File: src/rtl/mmio_pkg.sv
// Shared definitions for the MMIO byte transmitter: default register
// addresses, status register layout, serializer states and small helpers.
package mmio_pkg;

    localparam logic [31:0] DEF_DATA_ADDR = 32'h1081_0000;
    localparam logic [31:0] DEF_STAT_ADDR = 32'h1081_0004;

    // Status register layout: {23'b0, busy, overflow, full, empty, count[4:0]}
    localparam int STAT_CNT_W     = 5;
    localparam int STAT_EMPTY_BIT = 5;
    localparam int STAT_FULL_BIT  = 6;
    localparam int STAT_OVF_BIT   = 7;
    localparam int STAT_BUSY_BIT  = 8;

    // Bit of a status-register write that clears the sticky overflow flag
    localparam int CLR_OVF_BIT = 0;

    typedef enum logic [0:0] {
        SER_IDLE  = 1'b0,
        SER_SHIFT = 1'b1
    } ser_state_e;

    // Byte of a word in network order: index 0 is the most significant byte
    function automatic logic [7:0] byte_sel(input logic [31:0] word, input logic [1:0] idx);
        logic [7:0] b;
        case (idx)
            2'd0:    b = word[31:24];
            2'd1:    b = word[23:16];
            2'd2:    b = word[15:8];
            2'd3:    b = word[7:0];
            default: b = 8'h00;
        endcase
        return b;
    endfunction

    // Assemble the status register word from its fields
    function automatic logic [31:0] pack_status(input logic busy, input logic ovf,
                                                input logic full, input logic empty,
                                                input logic [STAT_CNT_W-1:0] cnt);
        logic [31:0] s;
        s = 32'h0000_0000;
        s[STAT_CNT_W-1:0]  = cnt;
        s[STAT_EMPTY_BIT]  = empty;
        s[STAT_FULL_BIT]   = full;
        s[STAT_OVF_BIT]    = ovf;
        s[STAT_BUSY_BIT]   = busy;
        return s;
    endfunction

endpackage

File: src/rtl/sync_fifo.sv
// Single-clock FIFO with occupancy count. Pointers wrap modulo DEPTH
// (power of two); a push into a full FIFO is accepted only when a pop
// happens on the same edge.
module sync_fifo #(
    parameter int WIDTH = 32,
    parameter int DEPTH = 16
) (
    input  logic                     clk,
    input  logic                     rst,
    input  logic                     push,
    input  logic                     pop,
    input  logic [WIDTH-1:0]         wdata,
    output logic [WIDTH-1:0]         rdata,
    output logic                     full,
    output logic                     empty,
    output logic [$clog2(DEPTH):0]   count
);
    localparam int AW = $clog2(DEPTH);

    logic [WIDTH-1:0] mem [DEPTH];
    logic [AW-1:0]    wr_ptr_r;
    logic [AW-1:0]    rd_ptr_r;
    logic [AW:0]      count_r;
    logic             do_push_s;
    logic             do_pop_s;

    assign empty     = (count_r == {(AW+1){1'b0}});
    assign full      = (count_r == (AW+1)'(DEPTH));
    assign count     = count_r;
    assign do_pop_s  = pop & ~empty;
    assign do_push_s = push & (~full | do_pop_s);
    assign rdata     = mem[rd_ptr_r];

    // Storage write; contents need no reset since count gates every read
    always_ff @(posedge clk) begin
        if (do_push_s) begin
            mem[wr_ptr_r] <= wdata;
        end
    end

    // Pointer and occupancy bookkeeping
    always_ff @(posedge clk) begin
        if (rst) begin
            wr_ptr_r <= {AW{1'b0}};
            rd_ptr_r <= {AW{1'b0}};
            count_r  <= {(AW+1){1'b0}};
        end else begin
            if (do_push_s) begin
                wr_ptr_r <= wr_ptr_r + 1'b1;
            end
            if (do_pop_s) begin
                rd_ptr_r <= rd_ptr_r + 1'b1;
            end
            case ({do_push_s, do_pop_s})
                2'b10:   count_r <= count_r + 1'b1;
                2'b01:   count_r <= count_r - 1'b1;
                default: count_r <= count_r;
            endcase
        end
    end

endmodule

File: src/rtl/mmio_tx_fifo.sv
// CPU-facing transmit FIFO: words written to DATA_ADDR are queued and
// serialized most-significant byte first onto a valid/ready byte stream.
// STAT_ADDR reads back queue state and clears the sticky overflow flag.
module mmio_tx_fifo
    import mmio_pkg::*;
#(
    parameter int          DEPTH     = 16,
    parameter logic [31:0] DATA_ADDR = DEF_DATA_ADDR,
    parameter logic [31:0] STAT_ADDR = DEF_STAT_ADDR
) (
    input  logic        clk,
    input  logic        rst,
    input  logic [31:0] addr,
    input  logic        cs,
    input  logic        sig_w,
    input  logic        sig_r,
    input  logic [31:0] wdata,
    output logic [31:0] rdata,
    output logic [7:0]  tx_data,
    output logic        tx_valid,
    input  logic        tx_ready
);
    localparam int CW = $clog2(DEPTH) + 1;

    logic          push_req_s;
    logic          stat_rd_s;
    logic          clr_ovf_s;
    logic          ovf_set_s;
    logic          pop_s;
    logic          fifo_full_s;
    logic          fifo_empty_s;
    logic [CW-1:0] fifo_count_s;
    logic [31:0]   head_s;

    ser_state_e    state_r;
    logic [1:0]    idx_r;
    logic [31:0]   shreg_r;
    logic [7:0]    tx_data_r;
    logic          tx_valid_r;
    logic          ovf_r;

    assign push_req_s = cs & sig_w & (addr == DATA_ADDR);
    assign clr_ovf_s  = cs & sig_w & (addr == STAT_ADDR) & wdata[CLR_OVF_BIT];
    assign stat_rd_s  = cs & sig_r & (addr == STAT_ADDR);
    assign ovf_set_s  = push_req_s & fifo_full_s & ~pop_s;
    assign tx_data    = tx_data_r;
    assign tx_valid   = tx_valid_r;

    sync_fifo #(
        .WIDTH (32),
        .DEPTH (DEPTH)
    ) u_fifo (
        .clk   (clk),
        .rst   (rst),
        .push  (push_req_s),
        .pop   (pop_s),
        .wdata (wdata),
        .rdata (head_s),
        .full  (fifo_full_s),
        .empty (fifo_empty_s),
        .count (fifo_count_s)
    );

    // Pop a new word when idle, or when the last byte of the current word is taken
    always_comb begin
        pop_s = 1'b0;
        case (state_r)
            SER_IDLE:  pop_s = ~fifo_empty_s;
            SER_SHIFT: pop_s = tx_ready & (idx_r == 2'd3) & ~fifo_empty_s;
            default:   pop_s = 1'b0;
        endcase
    end

    // Serializer: loads words from the FIFO and steps through their bytes
    always_ff @(posedge clk) begin
        if (rst) begin
            state_r    <= SER_IDLE;
            idx_r      <= 2'd0;
            shreg_r    <= 32'h0000_0000;
            tx_data_r  <= 8'h00;
            tx_valid_r <= 1'b0;
        end else begin
            case (state_r)
                SER_IDLE: begin
                    if (!fifo_empty_s) begin
                        shreg_r    <= head_s;
                        idx_r      <= 2'd0;
                        tx_data_r  <= byte_sel(head_s, 2'd0);
                        tx_valid_r <= 1'b1;
                        state_r    <= SER_SHIFT;
                    end else begin
                        tx_valid_r <= 1'b0;
                    end
                end
                SER_SHIFT: begin
                    if (!tx_ready) begin
                        tx_valid_r <= 1'b1;
                    end else if (idx_r != 2'd3) begin
                        idx_r     <= idx_r + 2'd1;
                        tx_data_r <= byte_sel(shreg_r, idx_r + 2'd1);
                    end else if (!fifo_empty_s) begin
                        // Next word follows immediately so the stream has no gap
                        shreg_r   <= head_s;
                        idx_r     <= 2'd0;
                        tx_data_r <= byte_sel(head_s, 2'd0);
                    end else begin
                        idx_r      <= 2'd0;
                        tx_valid_r <= 1'b0;
                        state_r    <= SER_IDLE;
                    end
                end
                default: begin
                    idx_r      <= 2'd0;
                    tx_valid_r <= 1'b0;
                    state_r    <= SER_IDLE;
                end
            endcase
        end
    end

    // Sticky overflow flag; a new drop wins over a same-edge clear
    always_ff @(posedge clk) begin
        if (rst) begin
            ovf_r <= 1'b0;
        end else if (ovf_set_s) begin
            ovf_r <= 1'b1;
        end else if (clr_ovf_s) begin
            ovf_r <= 1'b0;
        end else begin
            ovf_r <= ovf_r;
        end
    end

    // Status register read path
    always_comb begin
        rdata = 32'h0000_0000;
        if (stat_rd_s) begin
            rdata = pack_status(state_r != SER_IDLE, ovf_r, fifo_full_s, fifo_empty_s,
                                STAT_CNT_W'(fifo_count_s));
        end else begin
            rdata = 32'h0000_0000;
        end
    end

endmodule

File: config.mk
export PLATFORM = sky130hd
export DESIGN_NAME = mmio_tx_fifo
export DESIGN_NICKNAME = d
export VERILOG_FILES = /design/src/rtl/mmio_pkg.sv /design/src/rtl/sync_fifo.sv /design/src/rtl/mmio_tx_fifo.sv
export SDC_FILE = /design/constraint.sdc
export NUM_CORES = 1
export LEC_CHECK = 0
export BUFFER_PORTS_ARGS = -buffer_cell sky130_fd_sc_hd__buf_2
export CORE_MARGIN = 5
export CORE_UTILIZATION = 35
export CTS_BUF_LIST = sky130_fd_sc_hd__clkbuf_4 sky130_fd_sc_hd__clkbuf_8 sky130_fd_sc_hd__clkbuf_16
export DETAILED_ROUTE_END_ITERATION = 8
export PLACE_DENSITY = 0.53
export SETUP_SLACK_MARGIN = 0.15
export SLEW_MARGIN = 30
export SYNTH_ARGS = -nofsm -noshare
export SYNTH_HDL_FRONTEND = slang
export SYNTH_HIERARCHICAL = 1
export SYNTH_SLANG_ARGS = --single-unit
File: constraint.sdc
create_clock -name clk -period 6.9 [get_ports clk]
set_input_delay 0.69 -clock clk [delete_from_list [all_inputs] [get_ports clk]]
set_output_delay 0.69 -clock clk [all_outputs]
set_load 0.01 [all_outputs]
# Word level (Yosys, flattened, before mapping)
# Memory sizes are Yosys's and may differ from the RTL's. A register that Yosys moved wholly into a read port is not among the register bits.
# Cells that the tools add are included.
word_totals:
  wordCells: 84
  output_inout_bits: 41
  n_memories: 1
  in_bits: 70
  regBits: 58
  ram_bits: 512
memory_table:
  columns: ["name", "depth", "word_bits", "rd", "rd_clocked_by_memory_dff", "write_ports", "line", "text"]
  rows:
  - ["u_fifo.mem", 16, 32, 1, 1, 1, "sync_fifo.sv:20", "logic [WIDTH-1:0] mem [DEPTH];"]
op_classes:
  n_bitwise: 17
  reduce_logical: 7
  n_eq_ne: 15
  n_mux: 30
  add_sub_neg: 5
ops:
  columns: ["operator", "n"]
  rows:
  - ["32-bit two-way mux", 3]
  - ["32-bit by 29-bit equality test with 1-bit output (second input constant)", 2]
  - ["32-bit one-hot mux with 2 select lines", 1]
  - ["8-bit one-hot mux with 4 select lines", 1]
  - ["8-bit two-way mux", 3]
  - ["8-bit one-hot mux with 2 select lines", 1]
  - ["1-bit bitwise AND", 12]
  - ["1-bit two-way mux", 10]
  - ["5-bit one-hot mux with 2 select lines", 1]
  - ["9-bit two-way mux", 1]
  - ["4-bit by 1-bit adder with 4-bit output (second input constant)", 2]
  - ["2-bit equality test (second input constant)", 4]
  - ["4-bit two-way mux", 2]
  - ["2-bit inequality test (second input constant)", 4]
  - ["2-bit two-way mux", 3]
  - ["3-bit inequality test (second input constant)", 2]
  - ["1-bit one-hot mux with 2 select lines", 3]
  - ["2-bit AND reduction", 3]
  - ["5-bit by 1-bit adder with 5-bit output (second input constant)", 1]
  - ["5-bit equality test (second input constant)", 1]
  - ["5-bit zero test", 1]
  - ["5-bit by 1-bit subtractor with 5-bit output (second input constant)", 1]
  - ["2-bit by 1-bit equality test with 1-bit output (second input constant)", 2]
  - ["1-bit NOT", 4]
  - ["5 further kinds", 6]

# Longest topological paths before layout
depth:
  ltp_word: 9
  mapped_depth: 15
  depth_no_buf: 12

# Cells and area by module
# Netlist, hierarchy kept.
modules_own_cells:
  columns: ["mod", "area_per_inst_um2", "seq_area_each_um2", "instances", "cells_per_inst"]
  rows:
  - ["sync_fifo", 20149.3, 15715.1, 1, 911]
  - ["mmio_tx_fifo", 2178.3, 900.9, 1, 277]

# Least setup slack after synthesis
# OpenSTA, ideal clock, no wires.
synth_timing:
  path_type: "input to register"
  start: "input addr[5]"
  end: "memory u_fifo.mem[0][0], enable pin"
  setup_slack_ns: 1.163
  n_path_buf: 1
  t_required_ns: 6.399
  t_arrival_ns: 5.236
  cell_stages: 6
  setup_time_ns: 0.501
  path_cell_list: "or4_4 -> nor4_4 -> and4b_1 -> clkbuf_1 -> o21ai_4 -> nor4_1"
synth_between:
  elab_chain_len: 5
synth_rtl:
  columns: ["element", "line", "text"]
  rows:
  - ["start: declaration", "mmio_tx_fifo.sv:13", "input logic [31:0] addr,"]
  - ["32-bit by 29-bit equality test with 1-bit output", "mmio_tx_fifo.sv:42", "assign push_req_s = cs & sig_w & (addr == DATA_ADDR);"]
  - ["1-bit bitwise AND", "mmio_tx_fifo.sv:42", null]
  - ["named net push_req_s", "mmio_tx_fifo.sv:25", "logic push_req_s;"]
  - ["1-bit bitwise AND", "sync_fifo.sv:31", "assign do_push_s = push & (~full | do_pop_s);"]
  - ["1-bit two-way mux", "sync_fifo.sv:36", "if (do_push_s) begin"]
  - ["1-bit two-way mux (not written as such)", "sync_fifo.sv:37", "mem[wr_ptr_r] <= wdata;"]
  - ["end: declaration", "sync_fifo.sv:20", null]
# The timed path passes the listed nets, and every way through them passes these cells.

# Worst setup path after layout
layout_timing:
  start: "register u_fifo.count_r[0], in the netlist u_fifo/count[0]"
  end: "memory u_fifo.mem[11][26], enable pin"
layout_between:
  elab_chain_len: 9
  word_cells_on_any_way: 11
  classes_between: "1 x eq/ne; 3 x mux; 6 x bitwise; 1 x reduce/logical"
layout_rtl:
  columns: ["element", "line", "text"]
  rows:
  - ["start: declaration", "sync_fifo.sv:23", "logic [AW:0] count_r;"]
  - ["start signal: assignment", "sync_fifo.sv:46", "count_r <= {(AW+1){1'b0}};"]
  - ["start signal: assignment", "sync_fifo.sv:55", "2'b10: count_r <= count_r + 1'b1;"]
  - ["start signal: assignment", "sync_fifo.sv:56", "2'b01: count_r <= count_r - 1'b1;"]
  - ["5-bit zero test (*)", "sync_fifo.sv:27", "assign empty = (count_r == {(AW+1){1'b0}});"]
  - ["named net fifo_empty_s", "mmio_tx_fifo.sv:31", "logic fifo_empty_s;"]
  - ["1-bit NOT (*)", "sync_fifo.sv:30, mmio_tx_fifo.sv:68, mmio_tx_fifo.sv:69", null]
  - ["1-bit bitwise AND", "mmio_tx_fifo.sv:69", "SER_SHIFT: pop_s = tx_ready & (idx_r == 2'd3) & ~fifo_empty_s;"]
  - ["1-bit one-hot mux with 2 select lines", "mmio_tx_fifo.sv:67", "case (state_r)"]
  - ["1-bit bitwise AND (*)", "sync_fifo.sv:30", "assign do_pop_s = pop & ~empty;"]
  - ["1-bit bitwise OR (*)", "sync_fifo.sv:31", null]
  - ["1-bit bitwise AND (*)", "sync_fifo.sv:31", null]
  - ["1-bit two-way mux (*)", "sync_fifo.sv:36", null]
  - ["1-bit two-way mux (not written as such) (*)", "sync_fifo.sv:37", null]
# Mark *: on every way through the listed nets, which the timed path passes. The rest lies on a longest branch.

==> flow_metrics.tcl <==
set metrics [dict create \
    cp.buffers_inverters 1 \
    synth-xor-area-share_pct 0.196 \
    synth_top_family_by_area "multiplexers" \
    dp_hpwl_um 29000 \
    grt_start_max_net_pins 61 \
    vias 11300 \
    timing.slew.headroom_pct 35.1 \
    dieArea_mm2 0.0689 \
    viasPerCell 5.17 \
    crit_type "reg2reg" \
    final_nets 1374 \
    ir_drop_v 0.000170 \
    yosysMostFrequentCell "edfxtp_1" \
    synth-compound-area-share_pct 4.81 \
    timing.final.crit_share_pct 59.8 \
    synth-edff-count 512 \
    yosys_warnings 6 \
    antenna_found_initial 0 \
    syn-cell-area_mm2 0.0223 \
    synthSimpleGateAreaFrac_pct 4.26 \
    ys_seq_area_share_pct 74.4 \
    drt_iter0_markers 903 \
    core_area_mm2 0.0631 \
    pin_count 111 \
    grt.busiest_layer "met2" \
    multiInputGateArea_mm2 0.00538 \
    hold_buffers 0 \
    ant_nets 0 \
    netlist_top_cells_count "512 x edfxtp_1, 128 x mux4_2, 107 x nand2_1" \
    rsz0062_at_grt "no" \
    leakage_nw 8.16 \
    h-tree-depth 2 \
    use_met1_pct 20.0 \
    finalWorstSetupSlack_ns 2.78 \
    slowest_stage "and2_2" \
    numCtsBuffers 58 \
    synthMuxAreaShare_pct 13.1 \
    synthTopCellsByArea "edfxtp_1 69%, mux4_2 13%, dfxtp_1 5.6%" \
    whs_ns 0.395 \
    avgSynthCellArea_um2 18.8 \
    first_pass_iters 9 \
    powerDensity_mw_per_mm2 270 \
    grtUsageMet3_pct 2.70 \
    report.final.setup_viol 0 \
    place_congestion 0.818 \
    clockBufferDepth 3 \
    critPathTopFamily "simple AND/OR/NAND/NOR gates" \
    crit_required_ns 7.12 \
    antennaDiodeCount 0 \
    path_cells "or4_1, nor2_1, or2_1, inv_2, nand2b_1, o21ai_4, nor3b_1, and2_2" \
    fin_crit_ns 4.12 \
    tightest_slew_ns 0.974 \
    final_hold_viol_count 0 \
    synth-adder-area-share_pct 0.818 \
    drive_above_1_share_pct 27.4 \
    grt_pass1_wl_um 74000 \
    start_util_pct 35.4 \
    netlist_instances 1188 \
    grtUsageTotal_pct 13.9 \
    pre_cts_ws_ns 2.78 \
    cts_tree "done" \
    status "completed" \
    drcViolationCount 0 \
    cts_root_buf "clkbuf_16" \
    slowest_delay_ns 0.83 \
    worstPathArrival_ns 4.35 \
    fp.dieW_um 263 \
    clk_pin_slew_ns 0.06 \
    post_cts_buffers 0 \
    seq_area_mm2 0.0166 \
    tns_ns 0 \
    ctsResizeCount 0 \
    fp-row-count 92 \
    die_h_um 263 \
    clk_latency_ns 0.62 \
    worst_setup_path_end_kind "flop" \
    fmax_ghz 0.242 \
    fin_skew_ns 0.0241 \
    numPortBuffers 87 \
    slew_viol_final 0 \
    async_flop_share_pct 0 \
    overflow 0 \
    area_growth_syn_to_layout_pct 15.2 \
    drv_cap 0 \
    startpoint_type "flop" \
    drt-wirelength-per-cell_um 22.6 \
    synth_top_area_share_pct 68.9 \
    ys_ff_latch 574 \
    synth_ff_type "edfxtp_1" \
    synth_cell_types 58 \
    drt_wl_total_um 49400 \
    cp_max_fo 49 \
    grt_pass1_vias 11300 \
    clkSinkCount 574 \
    fill_cells 5667 \
    use_met2_pct 22.0 \
    hold_path_class "in2reg" \
    yosysTopAreaCell "edfxtp_1" \
]
cell families (layout without fill, tap and decap cells):
family,after synthesis,in the layout
flops,574,574
simple gates,203,203
compound gates,150,150
mux,133,133
buf+inv,108,234
fa+ha+maj,14,14
xor+xnor,5,5
other cells,1,23
path summary, 6_finish.rpt:
check | startpoint | end | cells after the start | slack [ns]
max | u_fifo/count[0] | u_fifo/mem[11][26] | 8 | 2.78
min | tx_ready | idx_r[1] | 3 | 0.39
max reg2reg | u_fifo/count[0] | u_fifo/mem[11][26] | 8 | 2.78
min reg2reg | shreg_r[13] | shreg_r[13] | 2 | 0.46
power breakdown:
group | total (W) | switching (W) | internal [W]
combinational | 0.0000742 | 0.0000584 | 0.0000158
clock | 0.00310 | 0.00126 | 0.00184
sequential | 0.00378 | 0.0000000000000442 | 0.00378
total | 0.00695 | 0.00132 | 0.00563
state kept, by name, summed over array words and instances (netlist names), named ones only:
name,flops
tx_valid,1
u_fifo/rd_ptr_r,4
u_fifo/count,5
u_fifo/wr_ptr_r,4
ovf_r,1
state_r,1
idx_r,2
u_fifo/mem,512
shreg_r,32
tx_data,8
metrics by stage:
step / power, W / std cells / utilization (%) / cell area [um^2]
final: 0.00695 / 2182 / 40.8 / 25700
after global routing: 0.00719 / 2182 / 40.8 / 25700
after CTS: 0.00704 / 2182 / 40.8 / 25700
after detailed placement: 0.00393 / 2076 / 37.8 / 23800
after global placement: 0.00392 / 2072 / 37.6 / 23700
after floorplan: 0.00388 / 1210 / - / 22400
cell usage in the layout (no fill, tap or decap), drive strengths merged, types with 14 or more instances in the layout:
master / synthesis / routed
mux4: 128 / 128
edfxtp: 512 / 512
nor2: 32 / 32
a21oi: 35 / 35
a222oi: 16 / 16
clkinv: 0 / 18
inv: 18 / 19
and2: 14 / 14
nand2: 107 / 107
o21ai: 16 / 16
conb: 1 / 23
dfxtp: 62 / 62
buf: 43 / 110
clkbuf: 47 / 82
a22oi: 64 / 64
layer usage:
layer | up-vias | part of all wire (%)
met5 | - | 0
met4 | 0 | 2.1
met3 | 83 | 5.5
met2 | 315 | 47
met1 | 5905 | 45
li1 | 4969 | -
area by class of cell:
cell class	count	area share (%)
Clock buffer	82	6.54
Timing Repair Buffer	110	2.68
Inverter	18	0.263
Tap cell	846	4.12
Multi-Input combinational cell	528	20.9
Sequential cell	574	64.7
Clock inverter	24	0.832
worst reg2reg max path: stages, from the launching register on:
cell and delay [ns]:
dfxtp_1 0.43, or4_1 0.48, nor2_1 0.13, or2_1 0.27, inv_2 0.63, nand2b_1 0.35
o21ai_4 0.16, nor3b_1 0.41, and2_2 0.83
Note: power is estimated with default switching activity, not from simulation.
